==> src/rtl/fetch_unit_bp_pkg.sv <==
// rtl/fetch_unit_bp_pkg.sv - opcodes, fetch state encoding and immediate decoders
package fetch_unit_bp_pkg;

  localparam logic [6:0] OPC_BRANCH = 7'b1100011;
  localparam logic [6:0] OPC_JAL    = 7'b1101111;
  localparam logic [6:0] OPC_JALR   = 7'b1100111;

  typedef enum logic {
    ST_FETCH    = 1'b0,
    ST_WAIT_RDR = 1'b1
  } fetch_state_e;

  function automatic logic [31:0] imm_b(input logic [31:0] ins);
    return {{20{ins[31]}}, ins[7], ins[30:25], ins[11:8], 1'b0};
  endfunction

  function automatic logic [31:0] imm_j(input logic [31:0] ins);
    return {{12{ins[31]}}, ins[19:12], ins[20], ins[30:21], 1'b0};
  endfunction

  // x1/x5 are the link registers used for call/return hinting
  function automatic logic is_link(input logic [4:0] r);
    return (r == 5'd1) || (r == 5'd5);
  endfunction

endpackage

==> src/rtl/fetch_unit_bp_if.sv <==
// rtl/fetch_unit_bp_if.sv - icache, dispatch, redirect and training signals of the fetch stage
interface fetch_unit_bp_if #(
  parameter int BHT_IDX_W = 5,
  parameter int GHR_W     = 0
);
  localparam int GW = (GHR_W > 0) ? GHR_W : 1;

  logic                 rdy;
  logic                 icache_hit;
  logic [31:0]          icache_ins;
  logic [31:0]          icache_addr;
  logic                 rs_full;
  logic                 rob_full;
  logic                 lsb_full;
  logic                 issue_en;
  logic [31:0]          issue_pc;
  logic [31:0]          issue_ins;
  logic                 issue_pred_tk;
  logic [31:0]          issue_pred_pc;
  logic [BHT_IDX_W-1:0] issue_bht_idx;
  logic [GW-1:0]        issue_ghr;
  logic                 clear;
  logic [31:0]          new_pc;
  logic [GW-1:0]        clear_ghr;
  logic                 upt_en;
  logic [BHT_IDX_W-1:0] upt_idx;
  logic                 upt_taken;

  modport master (
    input  rdy, icache_hit, icache_ins, rs_full, rob_full, lsb_full,
           clear, new_pc, clear_ghr, upt_en, upt_idx, upt_taken,
    output icache_addr, issue_en, issue_pc, issue_ins, issue_pred_tk,
           issue_pred_pc, issue_bht_idx, issue_ghr
  );

  modport slave (
    output rdy, icache_hit, icache_ins, rs_full, rob_full, lsb_full,
           clear, new_pc, clear_ghr, upt_en, upt_idx, upt_taken,
    input  icache_addr, issue_en, issue_pc, issue_ins, issue_pred_tk,
           issue_pred_pc, issue_bht_idx, issue_ghr
  );
endinterface

==> src/rtl/fetch_unit_bp_ras.sv <==
// rtl/fetch_unit_bp_ras.sv - circular return-address stack, oldest entry overwritten on overflow
module bp_ras #(
  parameter int RAS_DEPTH = 4
) (
  input  logic        clk,
  input  logic        rst,
  input  logic        en,
  input  logic        flush,
  input  logic        push,
  input  logic        pop,
  input  logic [31:0] push_addr,
  output logic [31:0] top,
  output logic        empty
);
  localparam int PW = $clog2(RAS_DEPTH);
  localparam logic [PW:0] FULL_CNT = (PW + 1)'(RAS_DEPTH);

  logic [31:0] stack [RAS_DEPTH];
  logic [PW-1:0] sp;
  logic [PW:0]   cnt;

  assign top   = stack[sp - 1'b1];
  assign empty = (cnt == '0);

  // Pointer and occupancy; flush only forgets entries, the pointer may stay anywhere
  always_ff @(posedge clk or posedge rst) begin
    if (rst) begin
      sp  <= '0;
      cnt <= '0;
    end else if (en) begin
      if (flush) begin
        cnt <= '0;
      end else if (push) begin
        sp <= sp + 1'b1;
        if (cnt != FULL_CNT) cnt <= cnt + 1'b1;
      end else if (pop) begin
        sp  <= sp - 1'b1;
        cnt <= cnt - 1'b1;
      end
    end
  end

  // Entry storage needs no reset: occupancy gates every read
  always_ff @(posedge clk) begin
    if (en && !flush && push) stack[sp] <= push_addr;
  end
endmodule

==> src/rtl/fetch_unit_bp.sv <==
// rtl/fetch_unit_bp.sv - fetch stage with bimodal/gshare BHT and return-address stack
module fetch_unit_bp
  import fetch_unit_bp_pkg::*;
#(
  parameter int          BHT_IDX_W = 5,
  parameter int          CNT_W     = 2,
  parameter int          GHR_W     = 0,
  parameter int          RAS_DEPTH = 4,
  parameter logic [31:0] RESET_PC  = 32'h0
) (
  input logic             clk,
  input logic             rst,
  fetch_unit_bp_if.master bus
);
  localparam int GW    = (GHR_W > 0) ? GHR_W : 1;
  localparam int BHT_N = 2 ** BHT_IDX_W;
  localparam logic [CNT_W-1:0] CNT_INIT = CNT_W'(1) << (CNT_W - 1);
  localparam logic [CNT_W-1:0] CNT_MAX  = '1;

  logic [31:0]      pc;
  fetch_state_e     state;
  logic [GW-1:0]    ghr;
  logic [CNT_W-1:0] bht [BHT_N];

  logic [31:0] ins;
  logic [6:0]  opc;
  logic [4:0]  rd;
  logic [4:0]  rs1;
  assign ins = bus.icache_ins;
  assign opc = ins[6:0];
  assign rd  = ins[11:7];
  assign rs1 = ins[19:15];

  assign bus.icache_addr = pc;

  // ghr stays zero in bimodal mode, so the XOR degenerates to the plain PC index
  logic [BHT_IDX_W-1:0] idx;
  assign idx = pc[BHT_IDX_W+1:2] ^ BHT_IDX_W'(ghr);

  logic fire;
  assign fire = (state == ST_FETCH) && bus.icache_hit &&
                !bus.rs_full && !bus.rob_full && !bus.lsb_full;

  logic [31:0] pc_plus4;
  assign pc_plus4 = pc + 32'd4;

  logic [31:0] ras_top;
  logic        ras_empty;

  logic [31:0]   nxt_pc;
  logic          nxt_tk;
  logic          nxt_wait;
  logic          ras_push;
  logic          ras_pop;
  logic [GW-1:0] nxt_ghr;

  // Predecode the fetched word and form the predicted next PC
  always_comb begin
    nxt_pc   = pc_plus4;
    nxt_tk   = 1'b0;
    nxt_wait = 1'b0;
    ras_push = 1'b0;
    ras_pop  = 1'b0;
    nxt_ghr  = ghr;
    case (opc)
      OPC_BRANCH: begin
        nxt_tk = bht[idx][CNT_W-1];
        if (nxt_tk) nxt_pc = pc + imm_b(ins);
        if (GHR_W > 0) nxt_ghr = (ghr << 1) | GW'(nxt_tk);
      end
      OPC_JAL: begin
        nxt_pc   = pc + imm_j(ins);
        nxt_tk   = 1'b1;
        ras_push = is_link(rd);
      end
      OPC_JALR: begin
        if ((rd == 5'd0) && is_link(rs1) && !ras_empty) begin
          nxt_pc  = ras_top;
          nxt_tk  = 1'b1;
          ras_pop = 1'b1;
        end else begin
          nxt_wait = 1'b1;
        end
      end
      default: ;
    endcase
  end

  // PC, redirect FSM and the registered issue slot
  always_ff @(posedge clk or posedge rst) begin
    if (rst) begin
      pc                <= RESET_PC;
      state             <= ST_FETCH;
      ghr               <= '0;
      bus.issue_en      <= 1'b0;
      bus.issue_pc      <= '0;
      bus.issue_ins     <= '0;
      bus.issue_pred_tk <= 1'b0;
      bus.issue_pred_pc <= '0;
      bus.issue_bht_idx <= '0;
      bus.issue_ghr     <= '0;
    end else if (bus.rdy) begin
      if (bus.clear) begin
        pc           <= bus.new_pc;
        state        <= ST_FETCH;
        bus.issue_en <= 1'b0;
        if (GHR_W > 0) ghr <= bus.clear_ghr;
      end else if (fire) begin
        bus.issue_en      <= 1'b1;
        bus.issue_pc      <= pc;
        bus.issue_ins     <= ins;
        bus.issue_pred_tk <= nxt_tk;
        bus.issue_pred_pc <= nxt_pc;
        bus.issue_bht_idx <= idx;
        bus.issue_ghr     <= ghr;
        ghr               <= nxt_ghr;
        if (nxt_wait) state <= ST_WAIT_RDR;
        else          pc    <= nxt_pc;
      end else begin
        bus.issue_en <= 1'b0;
      end
    end
  end

  // Commit-time counter training; a same-cycle lookup sees the old value
  always_ff @(posedge clk or posedge rst) begin
    if (rst) begin
      for (int i = 0; i < BHT_N; i++) bht[i] <= CNT_INIT;
    end else if (bus.rdy && bus.upt_en) begin
      if (bus.upt_taken) begin
        if (bht[bus.upt_idx] != CNT_MAX) bht[bus.upt_idx] <= bht[bus.upt_idx] + 1'b1;
      end else begin
        if (bht[bus.upt_idx] != '0) bht[bus.upt_idx] <= bht[bus.upt_idx] - 1'b1;
      end
    end
  end

  bp_ras #(
    .RAS_DEPTH(RAS_DEPTH)
  ) u_ras (
    .clk      (clk),
    .rst      (rst),
    .en       (bus.rdy),
    .flush    (bus.clear),
    .push     (fire && ras_push),
    .pop      (fire && ras_pop),
    .push_addr(pc_plus4),
    .top      (ras_top),
    .empty    (ras_empty)
  );
endmodule

==> src/flat_wrapper.sv <==
// flat-port wrapper written by rule: the top's interface ports become plain ports
module fetch_unit_bp_flat import fetch_unit_bp_pkg::*;
#(
  parameter int          BHT_IDX_W = 5,
  parameter int          CNT_W     = 2,
  parameter int          GHR_W     = 0,
  parameter int          RAS_DEPTH = 4,
  parameter logic [31:0] RESET_PC  = 32'h0
)
  (clk, rst, bus_rdy, bus_icache_hit, bus_icache_ins, bus_rs_full, bus_rob_full, bus_lsb_full, bus_clear, bus_new_pc, bus_clear_ghr, bus_upt_en, bus_upt_idx, bus_upt_taken, bus_icache_addr, bus_issue_en, bus_issue_pc, bus_issue_ins, bus_issue_pred_tk, bus_issue_pred_pc, bus_issue_bht_idx, bus_issue_ghr);
  fetch_unit_bp_if #(.BHT_IDX_W(BHT_IDX_W), .GHR_W(GHR_W)) bus_i ();
  input logic clk;
  input logic rst;
  input wire logic [$bits(bus_i.rdy)-1:0] bus_rdy;
  input wire logic [$bits(bus_i.icache_hit)-1:0] bus_icache_hit;
  input wire logic [$bits(bus_i.icache_ins)-1:0] bus_icache_ins;
  input wire logic [$bits(bus_i.rs_full)-1:0] bus_rs_full;
  input wire logic [$bits(bus_i.rob_full)-1:0] bus_rob_full;
  input wire logic [$bits(bus_i.lsb_full)-1:0] bus_lsb_full;
  input wire logic [$bits(bus_i.clear)-1:0] bus_clear;
  input wire logic [$bits(bus_i.new_pc)-1:0] bus_new_pc;
  input wire logic [$bits(bus_i.clear_ghr)-1:0] bus_clear_ghr;
  input wire logic [$bits(bus_i.upt_en)-1:0] bus_upt_en;
  input wire logic [$bits(bus_i.upt_idx)-1:0] bus_upt_idx;
  input wire logic [$bits(bus_i.upt_taken)-1:0] bus_upt_taken;
  output wire logic [$bits(bus_i.icache_addr)-1:0] bus_icache_addr;
  output wire logic [$bits(bus_i.issue_en)-1:0] bus_issue_en;
  output wire logic [$bits(bus_i.issue_pc)-1:0] bus_issue_pc;
  output wire logic [$bits(bus_i.issue_ins)-1:0] bus_issue_ins;
  output wire logic [$bits(bus_i.issue_pred_tk)-1:0] bus_issue_pred_tk;
  output wire logic [$bits(bus_i.issue_pred_pc)-1:0] bus_issue_pred_pc;
  output wire logic [$bits(bus_i.issue_bht_idx)-1:0] bus_issue_bht_idx;
  output wire logic [$bits(bus_i.issue_ghr)-1:0] bus_issue_ghr;
  assign bus_i.rdy = bus_rdy;
  assign bus_i.icache_hit = bus_icache_hit;
  assign bus_i.icache_ins = bus_icache_ins;
  assign bus_i.rs_full = bus_rs_full;
  assign bus_i.rob_full = bus_rob_full;
  assign bus_i.lsb_full = bus_lsb_full;
  assign bus_i.clear = bus_clear;
  assign bus_i.new_pc = bus_new_pc;
  assign bus_i.clear_ghr = bus_clear_ghr;
  assign bus_i.upt_en = bus_upt_en;
  assign bus_i.upt_idx = bus_upt_idx;
  assign bus_i.upt_taken = bus_upt_taken;
  assign bus_icache_addr = bus_i.icache_addr;
  assign bus_issue_en = bus_i.issue_en;
  assign bus_issue_pc = bus_i.issue_pc;
  assign bus_issue_ins = bus_i.issue_ins;
  assign bus_issue_pred_tk = bus_i.issue_pred_tk;
  assign bus_issue_pred_pc = bus_i.issue_pred_pc;
  assign bus_issue_bht_idx = bus_i.issue_bht_idx;
  assign bus_issue_ghr = bus_i.issue_ghr;
  fetch_unit_bp #(.BHT_IDX_W(BHT_IDX_W), .CNT_W(CNT_W), .GHR_W(GHR_W), .RAS_DEPTH(RAS_DEPTH), .RESET_PC(RESET_PC)) u_core (.clk(clk), .rst(rst), .bus(bus_i));
endmodule
==> config.mk <==
export PLATFORM = sky130hd
export DESIGN_NAME = fetch_unit_bp_flat
export DESIGN_NICKNAME = d
export VERILOG_FILES = /design/src/rtl/fetch_unit_bp_pkg.sv /design/src/rtl/fetch_unit_bp_if.sv /design/src/rtl/fetch_unit_bp_ras.sv /design/src/rtl/fetch_unit_bp.sv /design/src/flat_wrapper.sv
export SDC_FILE = /design/constraint.sdc
export NUM_CORES = 1
export LEC_CHECK = 0
export ABC_CLOCK_PERIOD_IN_PS = 7600
export BUFFER_PORTS_ARGS = -buffer_cell sky130_fd_sc_hd__clkbuf_2
export CAP_MARGIN = 20
export CORE_ASPECT_RATIO = 0.6
export CORE_MARGIN = 1.5
export CORE_UTILIZATION = 59
export DETAILED_ROUTE_END_ITERATION = 7
export PLACE_DENSITY = 0.79
export SYNTH_ARGS = -nofsm -noshare
export SYNTH_HDL_FRONTEND = slang
export SYNTH_SLANG_ARGS = --single-unit
==> constraint.sdc <==
create_clock -name clk -period 7.6 [get_ports clk]
set_clock_uncertainty 0.05 [all_clocks]
set_input_delay 0.38 -clock clk [delete_from_list [all_inputs] [get_ports clk]]
set_output_delay 0.38 -clock clk [all_outputs]
set_load 0.01 [all_outputs]
**Word-level counts from Yosys, hierarchy flattened**

Memories as Yosys holds them, arrays and structs flattened.
Index checks and enable logic that the tools add are counted.

- Register bits: 205
- RAM bits: 128
- Bits of input ports: 80
- Output and inout bits: 136
- Logic and storage cells: 142
- Memories kept: 1

Memories:

| memory | words | bits a word | read ports | clocked after memory_dff | wr ports | line | RTL |
|---|---|---|---|---|---|---|---|
| u_core.u_ras.stack | 4 | 32 | 1 | 0 | 1 | fetch_unit_bp_ras.sv:18 | `logic [31:0] stack [RAS_DEPTH];` |

- $add $sub $neg: 9
- Magnitude comparators: 3
- Eq/ne operators: 12
- Muxes and demuxes: 38
- Bitwise gates (word level): 4
- Reductions and logical operators: 33

Operators with widths:

| cell | number |
|---|---|
| 64-bit two-way mux | 3 |
| 32-bit two-way mux | 5 |
| 64-bit bitwise mux | 2 |
| 32-bit case mux with 3 select lines | 1 |
| 32-bit adder | 2 |
| 32-bit by 3-bit adder with 32-bit output (second input constant) | 1 |
| 7-bit equality test (second input constant) | 3 |
| 2-bit binary-select mux with 5-bit select | 2 |
| 3-bit AND reduction | 6 |
| 2-bit two-way mux | 7 |
| 6-bit greater-or-equal comparator (second input constant) | 2 |
| 1-bit logical AND | 12 |
| 1-bit two-way mux | 12 |
| 3-bit two-way mux | 4 |
| 5-bit inverter with 6-bit output | 2 |
| 2-bit demux with 5-bit select | 1 |
| 5-bit by 1-bit equality test with 1-bit output (second input constant) | 2 |
| 5-bit by 3-bit equality test with 1-bit output (second input constant) | 2 |
| 2-bit nonzero test | 5 |
| 6-bit by 1-bit < comparator with 1-bit output (second input constant) | 1 |
| 1-bit logical NOT | 5 |
| 5-bit logical NOT | 1 |
| 2-bit by 1-bit adder with 2-bit output (second input constant) | 2 |
| 2-bit inequality test (second input constant) | 2 |
| other kinds (11) | 14 |

**Depth between registers and ports, before layout**

- Depth after elaboration: 10
- Gate-level depth with buffers: 15
- Gate-level depth less buffers: 13

**Hierarchy**

A second synthesis with hierarchy kept.

- Cells, all modules: 1665
- Area total of the unflattened synthesis: 17760.8 µm²

Modules (own cells, without submodules):

| module | instances | cells each | area each (µm²) | seq. area each (µm²) |
|---|---|---|---|---|
| fetch_unit_bp | 1 | 1453 | 12722.2 | 4919.7 |
| bp_ras | 1 | 212 | 5038.6 | 3968.8 |

**Worst setup path after synthesis**

No wires, ideal clock.

- Path type: reg-to-reg
- Start: register u_core.u_ras.sp[0]
- End: register u_core.pc[16], in the netlist u_core.bus.icache_addr[16]
- Setup time: 0.133 ns
- Arrival time: 3.550 ns
- Slack: 3.867 ns
- Stages on the path, launching flop included: 14
- Path through: dfrtp_1 > buf_2 > buf_2 > buf_1 > inv_1 > ha_1 > clkbuf_1 > clkbuf_1 > clkbuf_1 > mux4_2 > a22oi_1 > o21ai_0 > a21oi_1 > o21ai_0

- Word-level cells in the longest chain between the ends: 7

RTL lines:

| element | line | RTL |
|---|---|---|
| start, declared | fetch_unit_bp_ras.sv:19 | `logic [PW-1:0] sp;` |
| start signal, assigned | fetch_unit_bp_ras.sv:34 | `sp <= sp + 1'b1;` |
| start signal, assigned | fetch_unit_bp_ras.sv:37 | `sp <= sp - 1'b1;` |
| 2-bit by 1-bit subtractor with 2-bit output | fetch_unit_bp_ras.sv:22 | `assign top = stack[sp - 1'b1];` |
| memory read 4 x 32 bit | - |  |
| 32-bit two-way mux | fetch_unit_bp.sv:77 | `if ((rd == 5'd0) && is_link(rs1) && !ras_empty) begin` |
| 32-bit case mux with 3 select lines | fetch_unit_bp.sv:65 | `case (opc)` |
| 32-bit two-way mux | fetch_unit_bp.sv:117 | `if (nxt_wait) state <= ST_WAIT_RDR;` |
| 32-bit two-way mux | fetch_unit_bp.sv:108 | `end else if (fire) begin` |
| 32-bit two-way mux | fetch_unit_bp.sv:103 | `if (bus.clear) begin` |
| end signal, assigned | fetch_unit_bp.sv:104 | `pc <= bus.new_pc;` |
| end signal, assigned | fetch_unit_bp.sv:118 | `else pc <= nxt_pc;` |
| end, declared | fetch_unit_bp.sv:20 | `logic [31:0] pc;` |

No other way between the ends. The select of a mux whose other input is x is not followed.
A chain may end at the register's enable or synchronous reset.

**Final worst setup path**

- Start: register u_core.pc[1], in the netlist u_core.bus.icache_addr[1]
- End: register u_core.pc[31], in the netlist u_core.bus.icache_addr[31]

- Word-level cells in the longest chain between the ends: 6
- Elaborated cells on any way between the ends: 9

RTL lines:

| element | line |
|---|---|
| 32-bit by 3-bit adder with 32-bit output or 32-bit adder (tied branches) | fetch_unit_bp.sv:45, fetch_unit_bp.sv:68 |
| 32-bit two-way mux, on equally long branches | fetch_unit_bp.sv:77, fetch_unit_bp.sv:68 |
| 32-bit case mux with 3 select lines * | fetch_unit_bp.sv:65 |
| 32-bit two-way mux * | fetch_unit_bp.sv:117 |
| 32-bit two-way mux * | fetch_unit_bp.sv:108 |
| 32-bit two-way mux * | fetch_unit_bp.sv:103 |

Every way passes the cells marked *; elsewhere a longest branch is shown, timed or not. The select of a mux whose other input is x is not followed.

==> key figures <==
Run status
  – Status: finished clean

Routing
  – Post-detailed-routing wire length: 55370 um
  – Per-cell routed wire length: 25.98 um
  – Post-detailed-route via-to-cell ratio: 6.641
  – Via count of the routed design: 14150
  – Count of nets left with antenna violations after detail routing: 0
  – Total DRC errors in the routed layout: 0
  – Initial drt markers: 1939
  – Number of optimization iterations in the first detailed-route pass: 8

Critical path
  – Critical path, cell by cell: ha_1, fa_1, a21oi_1, o211ai_1, a31oi_2, o31ai_1, o41ai_2, or4_1, nand3_1, a211oi_1, a221oi_1
  – Reg2reg setup slack: 3.12 ns
  – R2R cell count: 11
  – Required time at the endpoint of the critical path: 7.96 ns
  – Worst path depth: 11
  – Buffer and inverter count on the worst path: 0
  – Cell type of the slowest stage on the worst timing path: o41ai_2
  – Worst flop-to-flop path startpoint: u_core.bus.icache_addr[1]
  – Critical Path AT: 4.85 ns
  – Delay contributed by the slowest stage of the critical path: 0.69 ns
  – Largest delay share family, worst path: compound AO/OA/AOI/OAI gates
  – Critical Path Start Type: flip-flop
  – Crit path to: u_core.bus.icache_addr[31]
  – Classification of the worst setup path: flip-flop to flip-flop
  – Start point of the critical path: u_core.bus.icache_addr[1]
  – Maximum fanout count along the critical path: 10
  – Endpoint type of the worst setup path: flip-flop
  – End of the worst register-to-register path: u_core.bus.icache_addr[31]

Synth
  – Async set-or-reset flop fraction in the synthesized netlist: 60.98%
  – Count of synthesis-stage warnings from yosys: 0
  – Post-Synthesis Net Count: 1660
  – Number of cells produced by synthesis: 1527
  – Average instance area after synthesis: 11.60 um2
  – Yosys top cell by area: dfrtp_1
  – Number of flops mapped to enable cells by yosys: 128
  – Post-synthesis instance area: 0.01772 mm2
  – Post-synthesis cell type count: 88
  – Synth top area cells: dfrtp_1 (24%), edfxtp_1 (22%), mux2_2 (7.6%), mux4_2 (6.1%), dfstp_2 (4.7%)
  – Part of the Yosys area used for sequential elements: 50.17%
  – Share of the synthesized area in the top cell type: 23.73%
  – Most used DFF post-synth: dfrtp_1
  – Register bit total from synthesis: 328

Placed design
  – Dpl hpwl: 39550 um
  – GPL Wtd Cong: 0.9784
  – Count of buffers from port buffering: 213

Finish
  – Area of the multi-input gates: 0.008323 mm2
  – Antenna cells: 0
  – Total of fill cells in the finished design: 2104
  – # nets final: 1840
  – Fraction of layout instances using a drive strength above 1: 30.39%
  – FF/Latch Area: 0.008890 mm2
  – Layout area overhead: 14.10%

Clock tree
  – Maximum clock path buffer count: 3
  – Sink count of the clock tree: 328
  – Cell at the root of the clock tree: clkbuf_16
  – # resized after CTS: 0
  – Insertion delay to the later sink of the worst-skew pair: 0.58 ns
  – Clock slew at reported path FFs: 0.07 ns
  – Clock tree from TritonCTS: done
  – Number of buffers created by CTS: 30
  – Deepest level of the CTS H-tree: 1

Timing
  – Setup repair after global routing missed its margin: false
  – Number of failing hold endpoints at the final stage: 0
  – Shortest period the worst path allows: 4.484 ns
  – Setup Viol. Count Final: 0
  – Highest clock rate: 223.0 MHz
  – Relative slew slack: 27.54%
  – Final period utilization: 59.00%
  – Total negative slack: 0 ns
  – Final Max Slew Viols: 0
  – Slew at the pin closest to its max-slew limit: 1.079 ns

Pwr
  – Post-layout power: 5514 uW
  – Largest voltage drop on the vdd net: 0.2891 mV
  – Power density cells: 272.8 mW/mm2
  – Leakage power summed over all cells: 0.008515 uW

Run
  – Maximum capacitance violations: 0

Global routing
  – Congestion Overflow GR: 0
  – Pin count of the biggest net entering global routing: 125
  – Wire length of the first global-routing pass: 82470 um
  – Total GRT Usage: 35.85%
  – Antenna violations before repair: 2
  – Number of global-route vias before repair: 13420

Floorplan
  – Standard cell core area: 0.02913 mm2
  – Number of top-level design ports: 216
  – Vertical extent of the die: 137.2 um
  – Die Span X: 226.7 um
  – Starting density of the core: 60.82%
  – Die footprint: 0.03111 mm2
  – Total number of placement rows: 48

Hold path
  – Worst min path class: input pin to flip-flop
## power breakdown
group	internal, uW	switching [uW]	leakage [uW]
combinational	592	943	0.00436
sequential	2100	228	0.00365
clock	946	710	0.000509
## cell usage in the layout (no fill, tap or decap), types with 48 or more instances in the layout
cell type	synthesis	final
o21ai_0	115	115
dfrtp_1	168	167
a21oi_1	70	70
ha_1	50	50
mux2_2	119	119
clkbuf_2	1	213
edfxtp_1	128	128
mux4_2	48	48
nor2_1	73	72
nand2_1	144	143
## cell families after synthesis
family	share of synthesized area, %
muxes	15.30
buffers and inverters	3.093
adders and majority gates	3.870
DFF	50.17
and+or+nand+nor	10.89
xor gates and xnor gates	3.206
other	0.02117
AOI/OAI and AO/OA	13.44
## flip-flops by register name, summed over array words and instances, names as in the netlist, named ones only
name	count
u_core.bus.issue_bht_idx	4
u_core.u_ras.stack	128
u_core.state	1
u_core.bus.issue_pred_pc	32
u_core.bus.issue_ins	32
u_core.bus.icache_addr	32
u_core.bht	32
u_core.u_ras.sp	2
u_core.bus.issue_pc	28
u_core.bus.issue_pred_tk	1
u_core.u_ras.cnt	3
u_core.bus.issue_en	1
## synthesized netlist by cell type, types with 4 or more instances
library cell,instances
nor2_1,73
a211oi_1,13
dfrtp_1,168
o21a_1,5
nor2b_1,8
a221oi_1,10
nand2b_1,12
mux2_2,119
nor3b_1,8
nand3b_1,6
buf_2,14
mux2i_1,29
o21bai_1,5
o21ai_1,8
clkbuf_1,58
nor3_1,16
a22o_1,7
a21oi_1,70
and4_1,4
or2_2,5
a221o_1,8
nand2_1,144
o211ai_1,9
mux4_2,48
and2_1,12
a31oi_1,13
and3_1,31
buf_1,8
a211o_1,6
o31ai_1,6
a22oi_1,24
buf_4,12
xnor2_1,34
edfxtp_1,128
inv_1,35
nand4_1,17
xor2_1,29
ha_1,50
o21ai_0,115
dfstp_2,32
a21o_1,13
nand3_1,38
o22ai_1,5
## through the flow
step                      hold WS, ns  cells  utilization [%]  setup slack (ns)  cell area [um2]
after floorplan                0.3946   1527                -             1.769            17720
after global placement         0.4119   2072            65.61             3.045            19110
after detailed placement       0.4219   2072            65.61             2.943            19110
after CTS                    0.002538   2130            69.38             3.378            20210
after global routing         0.002117   2131            69.40             2.934            20210
final                        0.007870   2131            69.40             3.116            20210
## worst min-delay path by stage
stage	from	to	slack (ns)	cells past startpoint
after floorplan	flip-flop	flip-flop	0.39	2
after global placement	flip-flop	flip-flop	0.41	2
after detailed placement	flip-flop	flip-flop	0.42	2
after CTS	bus_icache_ins[5]	u_core.bus.issue_ins[5]	0.003	2
after global routing	bus_icache_ins[5]	u_core.bus.issue_ins[5]	0.002	2
final	bus_icache_ins[0]	u_core.bus.issue_ins[0]	0.008	2
## layout make-up
cell class	instances	share of cell area, %
Clock inverter	24	1.541
Timing Repair Buffer	241	6.326
Tap cell	400	2.476
Clock buffer	32	3.800
Multi-Input combinational cell	1070	41.17
Sequential cell	328	43.98
Inverter	36	0.7056
## timing repair
item / 4_1_cts / 5_1_grt
buffers inserted: 0 / 0
endpoints found under the hold margin: 95 / 0
hold buffers: 2 / 0
endpoints found under the setup margin: 0 / 0
## routing by layer
metal / part of all wire [%] / vias up / global-route usage, %
met3: 15 / 80 / 13.01
met5: 0 / - / 0
met4: 1.7 / 0 / 6.296
li1: - / 6096 / -
met1: 44 / 7051 / 56.52
met2: 39 / 926 / 47.06
(Power assumes the default switching activity.)
